--- src/rtl/reg_arb_pkg.sv ---
// reg_arb_pkg: shared state type and default parameters for the register write arbiter
package reg_arb_pkg;
  typedef enum logic {IDLE, GRANT} arb_state_t;
  localparam int N_REQ_DEF = 4;
  localparam int DATA_W_DEF = 8;
  localparam int MAX_HOLD_DEF = 4;
endpackage

--- src/rtl/rr_pick.sv ---
// rr_pick: rotating-priority picker returning the first request at or after ptr
module rr_pick #(
  parameter int N_REQ = 4,
  parameter int PW = $clog2(N_REQ)
) (
  input  logic [N_REQ-1:0] req,
  input  logic [PW-1:0]    ptr,
  output logic [N_REQ-1:0] pick,
  output logic [PW-1:0]    pick_idx,
  output logic             any
);
  logic [PW-1:0] j;
  assign any = |req;
  // scan from the farthest slot back toward ptr so the nearest requester wins
  always_comb begin
    pick = '0;
    pick_idx = '0;
    j = '0;
    for (int i = N_REQ - 1; i >= 0; i--) begin
      j = PW'((int'(ptr) + i) % N_REQ);
      if (req[j]) begin
        pick = '0;
        pick[j] = 1'b1;
        pick_idx = j;
      end
    end
  end
endmodule

--- src/rtl/reg_write_arbiter.sv ---
// reg_write_arbiter: round-robin, burst-bounded write arbiter in front of an enable-loaded register
module reg_write_arbiter
  import reg_arb_pkg::*;
#(
  parameter int N_REQ = N_REQ_DEF,
  parameter int DATA_W = DATA_W_DEF,
  parameter int MAX_HOLD = MAX_HOLD_DEF
) (
  input  logic                    clk,
  input  logic                    reset,
  input  logic [N_REQ-1:0]        req,
  input  logic [N_REQ*DATA_W-1:0] wdata,
  input  logic [N_REQ-1:0]        last,
  output logic [N_REQ-1:0]        gnt,
  output logic [N_REQ-1:0]        ack,
  output logic [DATA_W-1:0]       reg_d,
  output logic                    reg_en,
  output logic                    busy
);
  localparam int PW = $clog2(N_REQ);
  localparam int CW = $clog2(MAX_HOLD + 1);
  arb_state_t state, state_n;
  logic [PW-1:0] ptr, owner, pick_idx;
  logic [CW-1:0] cnt;
  logic [N_REQ-1:0] pick;
  logic any, acc, rel;
  rr_pick #(.N_REQ(N_REQ), .PW(PW)) u_pick (
    .req(req),
    .ptr(ptr),
    .pick(pick),
    .pick_idx(pick_idx),
    .any(any)
  );
  assign ack = gnt & req;
  assign busy = state == GRANT;
  assign acc = busy && req[owner];
  assign rel = busy && (!req[owner] || last[owner] || cnt == CW'(MAX_HOLD - 1));
  // state register
  always_ff @(posedge clk or posedge reset) begin
    if (reset) state <= IDLE;
    else state <= state_n;
  end
  // next state: grant on any request, return to idle on any release condition
  always_comb begin
    state_n = state;
    if (state == IDLE) state_n = any ? GRANT : IDLE;
    else state_n = rel ? IDLE : GRANT;
  end
  // grant bookkeeping, burst counter and registered write presented to the register
  always_ff @(posedge clk or posedge reset) begin
    if (reset) begin
      ptr <= '0;
      owner <= '0;
      cnt <= '0;
      gnt <= '0;
      reg_en <= 1'b0;
      reg_d <= '0;
    end else begin
      reg_en <= acc;
      if (acc) reg_d <= wdata[owner*DATA_W +: DATA_W];
      if (state == IDLE && any) begin
        owner <= pick_idx;
        gnt <= pick;
        cnt <= '0;
      end else if (acc) cnt <= cnt + 1'b1;
      if (rel) begin
        gnt <= '0;
        ptr <= (owner == PW'(N_REQ - 1)) ? '0 : owner + 1'b1;
      end
    end
  end
endmodule

--- config.mk ---
export PLATFORM = sky130hd
export DESIGN_NAME = reg_write_arbiter
export DESIGN_NICKNAME = d
export VERILOG_FILES = /design/src/rtl/reg_arb_pkg.sv /design/src/rtl/rr_pick.sv /design/src/rtl/reg_write_arbiter.sv
export SDC_FILE = /design/constraint.sdc
export NUM_CORES = 1
export LEC_CHECK = 0
export BUFFER_PORTS_ARGS = -buffer_cell sky130_fd_sc_hd__buf_2
export CORE_ASPECT_RATIO = 0.75
export CORE_MARGIN = 3
export CORE_UTILIZATION = 40
export DETAILED_ROUTE_END_ITERATION = 10
export MAX_ROUTING_LAYER = met4
export PLACE_DENSITY = 0.67
export SYNTH_ARGS = -nofsm -noshare
export SYNTH_HDL_FRONTEND = slang
export SYNTH_SLANG_ARGS = --single-unit
--- constraint.sdc ---
create_clock -name clk -period 4.85 [get_ports clk]
set_input_delay 0.485 -clock clk [delete_from_list [all_inputs] [get_ports clk]]
set_output_delay 0.485 -clock clk [all_outputs]
set_load 0.005 [all_outputs]
### Word level (Yosys, flattened, before mapping)

Index checks and enable logic that the tools add are counted.
Widths: inputs -> output; s select.

| cells by class | value |
|---|---|
| add/sub/neg operators | 5 |
| order comparisons | 9 |
| eq/ne operators | 2 |
| shift-type cells | 1 |
| multiplexer cells | 36 |
| bitwise gates (word level) | 2 |
| reductions and logical operators | 13 |

Operator list:

| operator | count |
|---|---|
| $shiftx 32x6->8 | 1 |
| $mux 4 | 6 |
| $lt 2x3->1 const B | 5 |
| $mux 1 | 13 |
| $bmux 1 s2 | 6 |
| $mux 2 | 5 |
| $demux 1 s2 | 4 |
| $ge 2x1->1 const B | 4 |
| $logic_and 1x1->1 | 7 |
| $mux 3 | 2 |
| $add 2x1->2 const B | 2 |
| $add 2x2->2 const B | 2 |
| $and 4x4->4 | 1 |
| $reduce_bool 2->1 | 2 |
| $reduce_or 4->1 | 1 |
| $add 3x1->3 const B | 1 |
| $eq 3x2->1 const B | 1 |
| $eq 2x2->1 const B | 1 |
| $logic_or 1x1->1 | 2 |
| $logic_not 1->1 | 1 |
| $not 1->1 | 1 |

| word-level totals | value |
|---|---|
| register bits after elaboration | 21 |
| input bits | 42 |
| output and inout port bits | 18 |
| logic and storage cells | 75 |

### Depth between registers and ports, before layout

Gate-level depths: netlist of the first run.

| depth | value |
|---|---|
| depth after elaboration | 11 |
| depth in mapped cells | 9 |
| mapped depth without buffers | 7 |

### Modules after synthesis

From an unflattened synthesis of the first run, not the netlist that was laid out.

| unflattened totals | value |
|---|---|
| cell total of the unflattened synthesis | 158 |
| area, all modules | 1659.1 um^2 |

By module, submodules not included:

| module | times used | cells an instance | area an instance (um^2) | sequential area each (um^2) |
|---|---|---|---|---|
| reg_write_arbiter | 1 | 91 | 1163.6 | 525.5 |
| rr_pick | 1 | 67 | 495.5 | 0.0 |

### Least setup slack after synthesis of the first run

Ideal clock, no wire load.

| timing | value |
|---|---|
| path type | reg-to-reg |
| from | register ptr[0] |
| to | register gnt[0] |
| setup time | 0.121 ns |
| arrival | 2.112 ns |
| data required time | 4.729 ns |
| path slack | 2.617 ns |
| stages on the path, launching flop included | 10 |
| path through | dfrtp_1 > buf_6 > inv_1 > ha_1 > buf_6 > mux2_2 > and2_1 > o21ai_0 > o2111ai_1 > a22o_1 |

| between the ends | value |
|---|---|
| longest elaborated chain between the ends | 11 |
| elaborated cells between the ends (all ways) | 37 |

RTL lines:

| what | line | RTL |
|---|---|---|
| start, declared | reg_write_arbiter.sv:23 | `logic [PW-1:0] ptr, owner, pick_idx;` |
| start signal, assigned | reg_write_arbiter.sv:68 | `ptr <= (owner == PW'(N_REQ - 1)) ? '0 : owner + 1'b1;` |
| $add 2x2->2 | rr_pick.sv:20 | `j = PW'((int'(ptr) + i) % N_REQ);` |
| $lt 2x3->1 (not written as such) or $ge 2x1->1 (tied branches) | rr_pick.sv:23 | `pick[j] = 1'b1;` |
| $logic_and 1x1->1 (not written as such) | rr_pick.sv:23 |  |
| $mux 1 (not written as such) | rr_pick.sv:23 |  |
| $demux 1 s2 | n/a |  |
| $mux 4 (3 in series) | rr_pick.sv:21 | `if (req[j]) begin` |
| $mux 4 (*) | rr_pick.sv:21 |  |
| $mux 4 (*) | reg_write_arbiter.sv:61 | `if (state == IDLE && any) begin` |
| $mux 4 (*) | reg_write_arbiter.sv:66 | `if (rel) begin` |
| end signal, assigned | reg_write_arbiter.sv:63 | `gnt <= pick;` |
| end, declared | reg_write_arbiter.sv:14 | `output logic [N_REQ-1:0] gnt,` |

Mark *: on every way between the ends. The rest lies on a longest branch, timed or not. The select of a mux whose other input is x is not followed.
A chain may end at the register's enable or synchronous reset.

### Final worst setup path of the first run

Same ends and word-level chain as after synthesis.

==> impl_metrics.ini, run 1 <==
[floorplanning]
rows = 19
fp.dieH_um = 61.4
io_pins = 60
dieArea_um2 = 4900
core_area_um2 = 3800
die_x_um = 79.9
start_util_pct = 43.0

[synthesis]
netlist_top_cells_area = dfrtp_1 32%, mux4_2 12%, ha_1 8.4%, mux2_2 6.9%, o21ai_0 3.7%
ys_warn_count = 0
postSynthCellCount = 147
synth_top_area_share_pct = 32.1
synth_flop_cell = dfrtp_1
synth_seq_area_share_pct = 32.1
async_flop_share_pct = 100
netlist_area_um2 = 1640
avgSynthCellArea_um2 = 11.1
syn_nets = 200
synth_area_leader_cell = dfrtp_1
synth.most_common_cell = dfrtp_1
synth.distinct_cells = 33
ys_top_cells_by_count = 21 x dfrtp_1, 15 x nor2_1, 12 x o21ai_0, 11 x ha_1, 10 x mux2_2
ys_ff_latch = 21
synth_edf_count = 0

[detailed_routing]
via_per_inst = 5.24
wl_um = 3760
drtAntennaViolNets = 0
dr.pass1.iters = 4
wire_per_inst_um = 14.7
drt_iter0_markers = 89
route.detailed.drc = 0
vias = 1336

[clock_tree]
cts_buffers = 3
root_buffer = clkbuf_8
tritoncts = built
clkTransAtPathRegs_ns = 0.08
cts_max_path_buffers = 2
cts_hold_buf = 0
cts_sinks = 21
htreeDepth = 1
cts_resized = 0
postCtsSetupRepairBufs = 0
worstSkewPairLatency_ns = 0.26

[sta]
fin_setup_tns_ns = 0
drv_slew = 0
holdWs_ns = 0.352
timing.final.crit_share_pct = 54.7
period_minus_slack_ns = 2.65
hold_viol = 0
fmax_mhz = 377
tightest_slew_ns = 0.771
clock_skew_ns = 0.00591
grt_setup_unrepaired = false
slew_headroom_pct = 48.6
setup_viol = 0

[setup_path]
worstReg2RegStart = ptr[0]
critPathCaptureType = register
rrSetupSlack_ns = 2.20
crit_arrival_ns = 2.85
worst_ep_required_time_ns = 5.05
critPathKind = register to register
crit_fanout = 12
cp-start-kind = register
startpoint = ptr[0]

[grt]
grt_first_pass_wirelength_um = 5780
first_global_vias = 1177
grt-ovfl-total = 0
antenna_found_initial = 0
grtUsageTotal_pct = 16.0
grt_start_max_net_pins = 22

[placed_design]
place.port_buffers = 59
place_congestion = 0.895
dp_hpwl_um = 2980
dpl-instance-area_um2 = 1940
dp_cells = 251

[final_layout]
fin_cells = 255
n_fill_cell = 351
regArea_um2 = 526
drive_above_1_share_pct = 45.3
fin_nets = 257
synthToLayoutAreaGrowth_pct = 21.6
multiInputGateArea_um2 = 1020
insertedDiodeCount = 0
fin_area_um2 = 1990

[power]
internal_power_mw = 0.696
p_comb_share_pct = 60.0
power_density_nw_per_um2 = 601
power_switching_mw = 0.499
power_frac_seq_pct = 30.5
leakagePower_nw = 0.959
vdd_drop_max_uv = 247
clkPwrFrac_pct = 9.5
switching_share_pct = 41.8

[hold_path]
hp-class = primary input to asynchronous set/reset pin

[run_status]
run_status = finished clean

[job]
cap_violations = 0
## routing by layer
| metal | track usage, % | part of all wire [%] |
|---|---|---|
| met1 | 23.9 | 49 |
| met2 | 21.6 | 46 |
| met3 | 3.95 | 4.6 |
| met4 | 3.86 | 0.45 |
| met5 | - | 0 |
## cell usage in the layout, fill, tap and decap left out, types with 2 or more instances in the layout
cell       instances
mux2i_4            2
mux2_4             2
o2111ai_1          4
dfrtp_1           21
nor2b_1            2
o211ai_1           4
mux2_2            10
nand3_1            3
mux4_2             9
nand2_1            7
nor2_1            15
and2_1             5
a21o_1             3
mux2i_1            3
and2_4             2
ha_1              11
inv_1              9
a22o_1             5
buf_2             59
clkbuf_8           3
o21ai_0           12
## cell type report
| type | instances | share of cell area (%) |
|---|---|---|
| tap | 52 | 3.27 |
| clock buffer | 3 | 2.07 |
| sequential | 21 | 26.4 |
| clock inverter | 1 | 0.251 |
| multi-input combinational | 109 | 51.3 |
| inverter | 10 | 1.89 |
| timing repair buffer | 59 | 14.8 |
## power groups by stage
stage	Sequential [mW]	Combinational [mW]	Clock (mW)
global route	0.384	0.790	0.127
detailed placement	0.371	0.720	0
finish	0.364	0.717	0.114
CTS	0.367	0.722	0.118
floorplan	0.323	0.610	0
global placement	0.371	0.723	0
## per-stage QoR
stage / setup WS, ns / util, % / power (mW)
after floorplan: 2.62 / - / 0.933
after global placement: 2.30 / 51.1 / 1.09
after detailed placement: 2.24 / 51.1 / 1.09
after CTS: 2.22 / 52.3 / 1.21
after global routing: 2.00 / 52.3 / 1.30
final: 2.20 / 52.3 / 1.20
## critical path: stages (launching register included)
cell,delay [ns]
dfrtp_1,0.62
inv_1,0.30
ha_1,0.51
mux2_2,0.41
mux2i_4,0.23
nand4bb_4,0.15
o2111ai_1,0.23
a22o_1,0.15
## sequential cells by signal (all words and copies together), names as in the netlist
name and cells:
cnt 3, ptr 2, busy 1, reg_en 1, reg_d 8, owner 2, gnt 4
## path summary, 6_finish.rpt
| path | end | cells past startpoint |
|---|---|---|
| max reg2reg | gnt[0] | 7 |
| min in group clk | reg_d[7] | 1 |
| min reg2reg | reg_d[7] | 1 |
| max in group asynchronous | ptr[0] | 2 |
| max | gnt[0] | 7 |
| min | gnt[0] | 2 |
## logic make-up (layout without fill, tap and decap cells)
| logic type | after synthesis | in the layout | share of synthesized area, % |
|---|---|---|---|
| AOI/OAI and AO/OA | 34 | 34 | 14.6 |
| and+or+nand+nor | 37 | 37 | 12.1 |
| buffers and inverters | 17 | 73 | 5.50 |
| DFF | 21 | 21 | 32.1 |
| muxes | 27 | 27 | 27.3 |
| adders and majority gates | 11 | 11 | 8.41 |
Note: power is estimated with default switching activity, not from simulation.
==> run 2, diff against run 1 <==
--- a/config.mk
+++ b/config.mk
@@ -5,6 +5,7 @@
 export SDC_FILE = /design/constraint.sdc
 export NUM_CORES = 1
 export LEC_CHECK = 0
+export ABC_AREA = 1
 export BUFFER_PORTS_ARGS = -buffer_cell sky130_fd_sc_hd__buf_2
 export CORE_ASPECT_RATIO = 0.75
 export CORE_MARGIN = 3
==> constraint.sdc (replaced) <==
create_clock -name clk -period 2.7 [get_ports clk]
set_input_delay 0.27 -clock clk [delete_from_list [all_inputs] [get_ports clk]]
set_output_delay 0.27 -clock clk [all_outputs]
set_load 0.005 [all_outputs]
==> impl_metrics.ini, run 2 <==
[run_status]
run_status = finished clean

[detailed_routing]
drtAntennaViolNets = 0
route.detailed.drc = 0
wire_per_inst_um = 12.5
via_per_inst = 4.89
vias = 1727
drt_iter0_markers = 76
wl_um = 4410
dr.pass1.iters = 4

[final_layout]
largest_reg_flops = 8
finish.utilization_pct = 53.2
mostFrequentLayoutCell = nand2_1
fin_nets = 355
fin_cells = 353
drive_above_1_share_pct = 30.6
regArea_um2 = 526
fin_area_um2 = 2040
insertedDiodeCount = 0
top_register = reg_d
synthToLayoutAreaGrowth_pct = 21.9
mostFrequentLayoutCells = 67 x nand2_1, 59 x buf_2, 30 x nor2_1, 22 x nand3_1, 21 x dfrtp_1
n_fill_cell = 373
multiInputGateArea_um2 = 988
top_regs = reg_d: 8 flops, gnt: 4 flops, cnt: 3 flops

[sta]
period_minus_slack_ns = 1.90
fin_setup_tns_ns = 0
holdWs_ns = 0.152
worst_slack_ns = 0.803
grt_setup_unrepaired = false
tightest_slew_ns = 0.794
slew_headroom_pct = 47.0
drv_slew = 0
hold_viol = 0
fmax_mhz = 527
clock_skew_ns = 0.00142
timing.final.crit_share_pct = 70.3
setup_viol = 0

[floorplanning]
start_util_pct = 43.6
fp.dieH_um = 62.0
rows = 19
io_pins = 60
core_area_um2 = 3830
dieArea_um2 = 5000
die_x_um = 80.6

[clock_tree]
clkTransAtPathRegs_ns = 0.07
cts_sinks = 21
cts_buffers = 3
worstSkewPairLatency_ns = 0.26
cts_resized = 0
cts_max_path_buffers = 2
tritoncts = built
root_buffer = clkbuf_8
postCtsSetupRepairBufs = 0
htreeDepth = 1
cts_hold_buf = 0

[synthesis]
synth_edf_count = 0
postSynthCellCount = 244
synth_top_area_share_pct = 31.5
synth_area_leader_cell = dfrtp_1
netlist_top_cells_area = dfrtp_1 31%, nand2_1 15%, ha_1 8.2%, nor2_1 6.7%, nand3_1 6.6%
ys_ff_latch = 21
synth.distinct_cells = 26
avgSynthCellArea_um2 = 6.85
async_flop_share_pct = 100
ys_top_cells_by_count = 67 x nand2_1, 30 x nor2_1, 22 x nand3_1, 21 x dfrtp_1, 20 x inv_1
netlist_area_um2 = 1670
synth_seq_area_share_pct = 31.5
synth_flop_cell = dfrtp_1
synth.most_common_cell = nand2_1
ys_warn_count = 0
syn_nets = 297

[setup_path]
worst_ep_required_time_ns = 2.85
cp-start-kind = register
critPathCapture = gnt[0]
crit_fanout = 10
critPathCaptureType = register
r2r_cells = 10
worstReg2RegStart = ptr[0]
worstReg2RegEnd = gnt[0]
startpoint = ptr[0]
rrSetupSlack_ns = 0.80
crit_arrival_ns = 2.05
critPathKind = register to register

[grt]
antenna_found_initial = 0
first_global_vias = 1440
grtUsageTotal_pct = 19.0
grt_start_max_net_pins = 24
grt-ovfl-total = 0
grt_first_pass_wirelength_um = 7080

[placed_design]
dpl-instance-area_um2 = 1990
place.port_buffers = 59
dp_hpwl_um = 3490
dp_cells = 349
dp_slack_ns = 0.818
place_congestion = 0.901

[power]
power_density_nw_per_um2 = 1190
switching_share_pct = 52.1
vdd_drop_max_uv = 671
internal_power_mw = 1.16
power_switching_mw = 1.26
leakagePower_nw = 1.16
power_frac_seq_pct = 25.1
power_mw = 2.42
p_comb_share_pct = 66.4
clkPwrFrac_pct = 8.4

[job]
cap_violations = 0

[hold_path]
hp-class = primary input to asynchronous set/reset pin
-- run 2: changes by cell type in the layout (fill, tap and decap cells not counted), moves of 6 or more --
cell | before | now
inv_2 | 1 | 7
o22ai_1 | 1 | 8
nor2_1 | 15 | 30
mux2_2 | 10 | 0
mux4_2 | 9 | 0
o21ai_0 | 12 | 19
nand3_1 | 3 | 22
inv_1 | 9 | 20
nand2_2 | 1 | 7
nand2_1 | 7 | 67
-- run 2: area by class of cell --
type,instances,share of cell area [%]
clock buffer,4,2.21
inverter,27,4.98
multi-input combinational,188,48.6
sequential,21,25.8
tap,52,3.20
timing repair buffer,61,15.2
-- run 2: power groups by stage --
| stage | registers, mW | logic (mW) | clock network [mW] |
|---|---|---|---|
| after detailed placement | 0.615 | 1.60 | 0 |
| final | 0.608 | 1.60 | 0.204 |
| after global placement | 0.611 | 1.61 | 0 |
| after floorplan | 0.587 | 1.25 | 0 |
| after global routing | 0.631 | 1.85 | 0.221 |
| after CTS | 0.609 | 1.61 | 0.212 |
-- run 2: how the worst min path moves through the flow --
| stage | start | cells after the start | end | slack [ns] |
|---|---|---|---|---|
| floorplan | reset | 1 | busy | 0.25 |
| global placement | reset | 2 | busy | 0.45 |
| detailed placement | reg_d[1] | 2 | reg_d[1] | 0.46 |
| CTS | reset | 2 | gnt[0] | 0.18 |
| global route | reset | 2 | gnt[0] | 0.23 |
| finish | reset | 2 | gnt[0] | 0.15 |
-- run 2: worst max-delay path, stage by stage (launching register included) --
cell and delay (ns):
dfrtp_1 0.55, inv_2 0.19, ha_1 0.37, inv_1 0.10, nand3_2 0.11, nand2_4 0.13
inv_2 0.07, nand3_1 0.07, nand3_1 0.09, nand2_1 0.07, nand2_1 0.05
-- run 2: metal layers --
| metal | share of wire (%) | GRT usage, % |
|---|---|---|
| met5 | 0 | - |
| met4 | 0.75 | 2.89 |
| met3 | 7.1 | 3.75 |
| met2 | 43 | 25.5 |
| met1 | 49 | 29.5 |
-- run 2: cells by family after synthesis --
group	Yosys count	share of synthesized area, %
adder cells (fa/ha/maj)	11	8.24
AO/OA/AOI/OAI	39	13.3
AND/OR/NAND/NOR	138	37.6
flip-flops	21	31.5
buffers and inverters	35	9.36
